<file path="src/rtl/uart_pkg.sv">
// Shared UART types and constants: TX FSM states, stop-bit encodings, frame size.
package uart_pkg;

  localparam int unsigned UART_FRAME_DATA_BITS = 8;

  localparam logic [1:0] STOP_1   = 2'b00;
  localparam logic [1:0] STOP_1P5 = 2'b01;
  localparam logic [1:0] STOP_2   = 2'b10;

  typedef enum logic [2:0] {
    IDLE,
    START,
    DATA,
    PARITY,
    STOP
  } tx_state_t;

endpackage

</file>
<file path="src/rtl/uart_bit_timer.sv">
// Loadable down-counter that times UART bit periods; shared by TX and RX.
module uart_bit_timer #(
  parameter int unsigned WIDTH = 33
) (
  input  logic             clk_i,
  input  logic             rstn_i,
  input  logic             load_i,
  input  logic [WIDTH-1:0] load_val_i,
  output logic             expire_o,
  output logic             expire_next_c
);

  logic [WIDTH-1:0] cnt_q;
  logic [WIDTH-1:0] cnt_d;

  // Load wins over decrement; the count rests at zero once expired.
  always_comb begin
    cnt_d = cnt_q;
    if (load_i) begin
      cnt_d = load_val_i;
    end else if (cnt_q != '0) begin
      cnt_d = cnt_q - WIDTH'(1);
    end
  end

  assign expire_next_c = (cnt_d == '0);

  always_ff @(posedge clk_i or negedge rstn_i) begin
    if (!rstn_i) begin
      cnt_q    <= '0;
      expire_o <= 1'b1;
    end else begin
      cnt_q    <= cnt_d;
      expire_o <= expire_next_c;
    end
  end

endmodule

</file>
<file path="src/rtl/uart_tx_sequencer.sv">
// UART transmit sequencer: pops FIFO bytes and serialises start/data/parity/stop frames.
module uart_tx_sequencer
  import uart_pkg::*;
#(
  parameter int unsigned DATA_WIDTH      = UART_FRAME_DATA_BITS,
  parameter int unsigned BIT_LEN_WIDTH   = 32,
  parameter int unsigned CTS_SYNC_STAGES = 2
) (
  input  logic                     clk_i,
  input  logic                     rstn_i,
  input  logic [BIT_LEN_WIDTH-1:0] bit_length_i,
  input  logic [1:0]               stop_bit_mode_i,
  input  logic                     msb_first_i,
  input  logic                     hw_flow_ctrl_en_i,
  input  logic                     cts_n_i,
  input  logic                     dfifo_empty_i,
  input  logic [DATA_WIDTH-1:0]    dfifo_data_i,
  output logic                     dfifo_rd_o,
  output logic                     tx_o,
  output logic                     tx_busy_o,
  output logic                     irq_tx_started_o,
  output logic                     irq_tx_done_o
);

  localparam int unsigned IDX_W = $clog2(DATA_WIDTH);
  localparam int unsigned CNT_W = BIT_LEN_WIDTH + 1;
  localparam logic [IDX_W-1:0] IDX_LAST = IDX_W'(DATA_WIDTH - 1);

  tx_state_t                state_q, state_d;
  logic [DATA_WIDTH-1:0]    data_q, data_d;
  logic [BIT_LEN_WIDTH-1:0] len_q, len_d;
  logic [1:0]               stop_mode_q, stop_mode_d;
  logic                     msb_q, msb_d;
  logic [IDX_W-1:0]         idx_q, idx_d;
  logic [CTS_SYNC_STAGES-1:0] cts_sync_q;
  logic                     tx_d;
  logic                     go, launch;
  logic                     timer_load, timer_expire, timer_expire_next;
  logic [CNT_W-1:0]         timer_val, len_ext, len_in_ext, stop_len;
  logic [BIT_LEN_WIDTH-1:0] len_in;

  // CTS is asynchronous; it only matters at launch so plain flop stages suffice.
  always_ff @(posedge clk_i or negedge rstn_i) begin
    if (!rstn_i) begin
      cts_sync_q <= '1;
    end else begin
      cts_sync_q <= {cts_sync_q[CTS_SYNC_STAGES-2:0], cts_n_i};
    end
  end

  assign len_in     = (bit_length_i == '0) ? BIT_LEN_WIDTH'(1) : bit_length_i;
  assign len_in_ext = CNT_W'(len_in);
  assign len_ext    = CNT_W'(len_q);

  // Stop duration in clocks, one bit wider than the bit length so 2L cannot wrap.
  always_comb begin
    case (stop_mode_q)
      STOP_1:   stop_len = len_ext;
      STOP_1P5: stop_len = len_ext + (len_ext >> 1);
      default:  stop_len = len_ext << 1;
    endcase
  end

  assign go = rstn_i && !dfifo_empty_i &&
              (!hw_flow_ctrl_en_i || !cts_sync_q[CTS_SYNC_STAGES-1]);

  // Pop must coincide with the capture of the show-ahead head word.
  assign dfifo_rd_o = launch;

  always_comb begin
    state_d     = state_q;
    data_d      = data_q;
    len_d       = len_q;
    stop_mode_d = stop_mode_q;
    msb_d       = msb_q;
    idx_d       = idx_q;
    launch      = 1'b0;
    timer_load  = 1'b0;
    timer_val   = len_ext - CNT_W'(1);

    case (state_q)
      IDLE: launch = go;
      START: begin
        if (timer_expire) begin
          state_d    = DATA;
          timer_load = 1'b1;
          idx_d      = msb_q ? IDX_LAST : IDX_W'(0);
        end
      end
      DATA: begin
        if (timer_expire) begin
          timer_load = 1'b1;
          if (idx_q == (msb_q ? IDX_W'(0) : IDX_LAST)) begin
            state_d = PARITY;
          end else begin
            idx_d = msb_q ? idx_q - IDX_W'(1) : idx_q + IDX_W'(1);
          end
        end
      end
      PARITY: begin
        if (timer_expire) begin
          state_d    = STOP;
          timer_load = 1'b1;
          timer_val  = stop_len - CNT_W'(1);
        end
      end
      STOP: begin
        if (timer_expire) begin
          state_d = IDLE;
          launch  = go;
        end
      end
      default: state_d = IDLE;
    endcase

    // Frame parameters are frozen at launch so mid-frame config edits are harmless.
    if (launch) begin
      state_d     = START;
      data_d      = dfifo_data_i;
      len_d       = len_in;
      stop_mode_d = stop_bit_mode_i;
      msb_d       = msb_first_i;
      timer_load  = 1'b1;
      timer_val   = len_in_ext - CNT_W'(1);
    end

    case (state_d)
      START:   tx_d = 1'b0;
      DATA:    tx_d = data_d[idx_d];
      PARITY:  tx_d = ^data_d;
      default: tx_d = 1'b1;
    endcase
  end

  always_ff @(posedge clk_i or negedge rstn_i) begin
    if (!rstn_i) begin
      state_q          <= IDLE;
      data_q           <= '0;
      len_q            <= BIT_LEN_WIDTH'(1);
      stop_mode_q      <= STOP_1;
      msb_q            <= 1'b0;
      idx_q            <= '0;
      tx_o             <= 1'b1;
      tx_busy_o        <= 1'b0;
      irq_tx_started_o <= 1'b0;
      irq_tx_done_o    <= 1'b0;
    end else begin
      state_q          <= state_d;
      data_q           <= data_d;
      len_q            <= len_d;
      stop_mode_q      <= stop_mode_d;
      msb_q            <= msb_d;
      idx_q            <= idx_d;
      tx_o             <= tx_d;
      tx_busy_o        <= (state_d != IDLE);
      irq_tx_started_o <= (state_d == START) && (state_q != START);
      irq_tx_done_o    <= (state_d == STOP) && timer_expire_next;
    end
  end

  uart_bit_timer #(
    .WIDTH(CNT_W)
  ) u_bit_timer (
    .clk_i        (clk_i),
    .rstn_i       (rstn_i),
    .load_i       (timer_load),
    .load_val_i   (timer_val),
    .expire_o     (timer_expire),
    .expire_next_c(timer_expire_next)
  );

endmodule
</file>
<file path="config.mk">
export PLATFORM = sky130hd
export DESIGN_NAME = uart_tx_sequencer
export DESIGN_NICKNAME = d
export VERILOG_FILES = /design/src/rtl/uart_pkg.sv /design/src/rtl/uart_bit_timer.sv /design/src/rtl/uart_tx_sequencer.sv
export SDC_FILE = /design/constraint.sdc
export NUM_CORES = 1
export LEC_CHECK = 0
export ABC_AREA = 1
export CAP_MARGIN = 40
export CORE_ASPECT_RATIO = 1.25
export CORE_MARGIN = 2
export CORE_UTILIZATION = 28
export DETAILED_ROUTE_END_ITERATION = 7
export SLEW_MARGIN = 5
export SYNTH_ARGS = -nofsm -noshare
export SYNTH_HDL_FRONTEND = slang
export SYNTH_HIERARCHICAL = 1
export SYNTH_SLANG_ARGS = --single-unit
</file>
<file path="constraint.sdc">
create_clock -name clk_i -period 4.6 [get_ports clk_i]
set_input_delay 1.15 -clock clk_i [delete_from_list [all_inputs] [get_ports clk_i]]
set_output_delay 1.15 -clock clk_i [all_outputs]
set_load 0.05 [all_outputs]
</file>
==> results.txt, run 1 <==
----------------------------------------------------
[Yosys]
  Synthesis-stage register bit count ... between 80 and 90
  Synthesized-area fraction occupied by xor and xnor cells ... slightly above 4%
  Simple-Gate Fraction of Synth Area ... between 40% and 50%
  Library cells used by synthesis ... 54
  Mapped Area ... about 0.011 sq mm
  Post-synth ARST share ... 100.0%
  Gate count of the mapped netlist ... between 1500 and 2000
  YS warnings ... 6
  Most common cell in the netlist ... sky130_fd_sc_hd__nand2_1
  Multiplexer fraction of the synthesized cell area ... 0%
  Per-instance average area after synthesis ... 5.788 sq um
  Dominant cells by area after synthesis ... sky130_fd_sc_hd__nand2_1 (22%), sky130_fd_sc_hd__dfrtp_1 (19%), sky130_fd_sc_hd__inv_1 (9.7%)
  Dominant combinational cell family by area after synthesis ... simple AND/OR/NAND/NOR gates
  EDFF count, synth ... 0
  Area share of fa/ha/maj cells after synthesis ... 7.983%
  Sequential element share of the synthesized area ... approximately a fifth
  Synth top area share ... roughly 22%
  Most instantiated cells after synthesis ... sky130_fd_sc_hd__nand2_1 (666), sky130_fd_sc_hd__inv_1 (291), sky130_fd_sc_hd__nor2_1 (239)
  Area fraction in compound gates after synthesis ... between 10% and 20%
  Number of nets produced by synthesis ... a little over 2000
  Top cell type by total area after synthesis ... sky130_fd_sc_hd__nand2_1
  Main flop type after synthesis ... sky130_fd_sc_hd__dfrtp_1

[Worst setup path]
  Critical Path Stages ... 34
  Buffer and inverter count on the worst path ... 7
  Data required time at the worst endpoint ... slightly below 5000 ps
  Start-to-end type of the worst setup path ... input port to flip-flop
  CP startpoint kind ... input port
  Worst R2R Start ... len_q[9]
  Maximum single-stage delay on the critical path ... 490 ps
  Setup slack on the worst flop-to-flop path ... 350 ps
  Slowest cell on the critical path ... sky130_fd_sc_hd__clkdlybuf4s50_1
  Nature of the critical path endpoint ... flip-flop
  Most frequent cell on the critical path ... sky130_fd_sc_hd__nand2_1
  Worst reg-to-reg path cell count ... 28
  Capturing point of the worst reg2reg path ... irq_tx_done_o
  Kind of cell adding the most delay to the critical path ... simple AND/OR/NAND/NOR gates
  Crit Path Max Fanout ... 3
  Endpoint arrival time on the critical path ... ~4600 ps

[STA]
  Hold violation total from the final report ... 0
  Final Slew Violations ... 0
  Max-slew headroom ... about half
  Final Skew ... roughly 6 ps
  Count of endpoints failing setup in the final report ... 0
  Tightest Pin Transition ... between 700 and 800 ps
  Period Utilization, post-route ... ~94%
  Post-route setup slack ... between 200 and 300 ps
  Hold_ws ... around 360 ps
  Minimum clock period ... about 4300 ps
  Peak clock frequency supported by timing ... about 0.23 GHz

[Place]
  RD Place Congestion ... 1.002
  Number of placed instances with taps included ... 2571
  Worst slack at placement ... -495.6 ps
  Total cell area at the placement stage ... around 0.013 sq mm
  Number of input and output port buffers inserted ... between 50 and 60
  Placed wire-length estimate ... roughly 34000 um

[Layout]
  Utilization of the core after routing ... about a third
  Post-layout net count ... 2199
  Share of cells above drive strength 1 ... around 11%
  Final design instance area without fill ... about 0.014 sq mm
  Final instance count without filler cells ... about 2600
  Area overhead of the layout relative to synthesis ... 19.65%

[Power and ir drop]
  Ratio of total power to cell area ... approximately 650 mW/mm^2
  Maximum resistive drop on vdd ... approximately 0.00021 V
  Static Leak ... roughly 7.0 nW

[Routing]
  Remaining number of nets flagged by the antenna check after routing ... 0
  Initial drt markers ... between 900 and 1000
  Number of remaining DRC errors ... 0
  Number of iterations in the first detailed-routing pass ... 6
  Vias per Instance ... between 4 and 5
  Total vias in the final route ... around 12000
  Final wirelength ... slightly above 40000 um
  Average wire per cell in the routed design ... 15.77 um

[Clock tree]
  Clock latency on the worst-skew pair ... roughly 360 ps
  Clock tree from TritonCTS ... yes
  Clk buf depth ... 2
  Num Clock Sinks ... between 80 and 90
  Total number of H-tree levels ... 3
  CTS clk-pin slew, worst paths ... 70 ps
  TritonCTS buffer count ... 9
  Root buffer cell ... sky130_fd_sc_hd__clkbuf_16

[Global route]
  Total global routing track utilization ... roughly a fifth
  Global-route wire length before repair ... around 64000 um
  Number of global-route vias before repair ... 11960
  Pin count of the biggest net entering global routing ... 66
  Antenna violations before repair ... 0
  Gr ovfl total ... 0

[Floorplanning]
  Floorplan die area ... ~0.042 sq mm
  Core ar. ... ~0.040 sq mm
  Die Ht ... between 200 and 250 um
  Core Rows ... 82
  Initial Util ... approximately 28%
  Die W ... roughly 180 um
  Top-level port count ... 53

[Run status]
  Status ... finished clean

[Run]
  Number of max-cap violations ... 0

[Min path]
  Class of the most critical hold timing path ... flip-flop to flip-flop
  Beginning of the worst hold path ... cts_sync_q[0]
  Destination of the worst hold path ... cts_sync_q[1]
  Hold path cells ... 0

----------------------------------------------------
-- stage by stage --
stage	total power [mW]	TNS, ps
3_5_place_dp	7.907	-879.6
4_1_cts	8.807	0
2_1_floorplan	6.090	0
3_3_place_gp	7.856	-577.7
6_report	8.860	0
5_1_grt	9.805	-64.17
-- how the worst max path moves through the flow --
stage                          start       endpoint  slack (ps)
global placement    bit_length_i[23]  irq_tx_done_o        -360
global route        bit_length_i[16]  irq_tx_done_o         -60
CTS                 bit_length_i[23]  irq_tx_done_o          30
floorplan           bit_length_i[17]  irq_tx_done_o         670
detailed placement  bit_length_i[23]  irq_tx_done_o        -500
finish              bit_length_i[16]  irq_tx_done_o         270
-- metal layers --
metal,routed length (um),GRT usage (%)
met4,1421,8.225
met5,0,0
met1,17270,22.87
met3,834,1.211
met2,21330,36.20
-- layout make-up --
| class | count | area (sq um) |
|---|---|---|
| Antenna cell | 1 | 2.502 |
| Clock inverter | 5 | 85.08 |
| Tap cell | 504 | 630.6 |
| Multi-Input combinational cell | 1527 | 7858 |
| Inverter | 299 | 1122 |
| Fill cell | 4467 | 26470 |
| Clock buffer | 11 | 252.7 |
| Timing Repair Buffer | 154 | 1353 |
| Sequential cell | 89 | 2236 |
-- repair_timing --
item,CTS,global route
setup buffers,0,2
pin swaps,1,10
endpoints found under the setup margin,1,2
endpoints found under the hold margin,0,0
gates cloned,0,0
hold buffers,0,0
gates resized for setup,4,27
-- flip-flops by register name, summed over array words and instances, names as in the netlist, 2 cells and up --
name               cells
state_q                3
u_bit_timer/cnt_q     33
data_q                 8
cts_sync_q             2
idx_q                  3
len_q                 32
stop_mode_q            2
-- report_power, final --
group | switching [mW] | internal, mW | leakage [nW]
Sequential | 0.383 | 1.11 | 1.10
Combinational | 4.35 | 2.16 | 5.74
Clock | 0.349 | 0.511 | 0.168
Total | 5.08 | 3.78 | 7.01
-- cells in the final DEF (no fill, tap or decap), types with 14 or more instances in the layout --
master	n
sky130_fd_sc_hd__a21oi_1	51
sky130_fd_sc_hd__a22oi_1	26
sky130_fd_sc_hd__buf_4	99
sky130_fd_sc_hd__clkdlybuf4s50_1	46
sky130_fd_sc_hd__dfrtp_1	82
sky130_fd_sc_hd__ha_1	68
sky130_fd_sc_hd__inv_1	288
sky130_fd_sc_hd__nand2_1	661
sky130_fd_sc_hd__nand2_2	25
sky130_fd_sc_hd__nand3_1	137
sky130_fd_sc_hd__nand3_2	20
sky130_fd_sc_hd__nand4_1	28
sky130_fd_sc_hd__nor2_1	228
sky130_fd_sc_hd__nor2_2	20
sky130_fd_sc_hd__nor3_1	14
sky130_fd_sc_hd__o21ai_0	97
sky130_fd_sc_hd__xnor2_1	19
sky130_fd_sc_hd__xor2_1	33
-- logic make-up (layout without fill, tap and decap cells) --
group	count (synthesis)	in the layout
fa+ha+maj	71	71
flops	89	89
other cells	0	1
xor+xnor	52	52
compound gates	222	222
buf+inv	339	469
simple gates	1182	1182
Power figures use the tool's default switching activity.
==> inputs of run 2 (changes only) <==
--- a/config.mk
+++ b/config.mk
@@ -11,6 +11,7 @@
 export CORE_MARGIN = 2
 export CORE_UTILIZATION = 28
 export DETAILED_ROUTE_END_ITERATION = 7
+export GPL_ROUTABILITY_DRIVEN = 1
 export SLEW_MARGIN = 5
 export SYNTH_ARGS = -nofsm -noshare
 export SYNTH_HDL_FRONTEND = slang
==> results of run 2 <==
Final layout, timing and power as in run 1 (identical DEF).
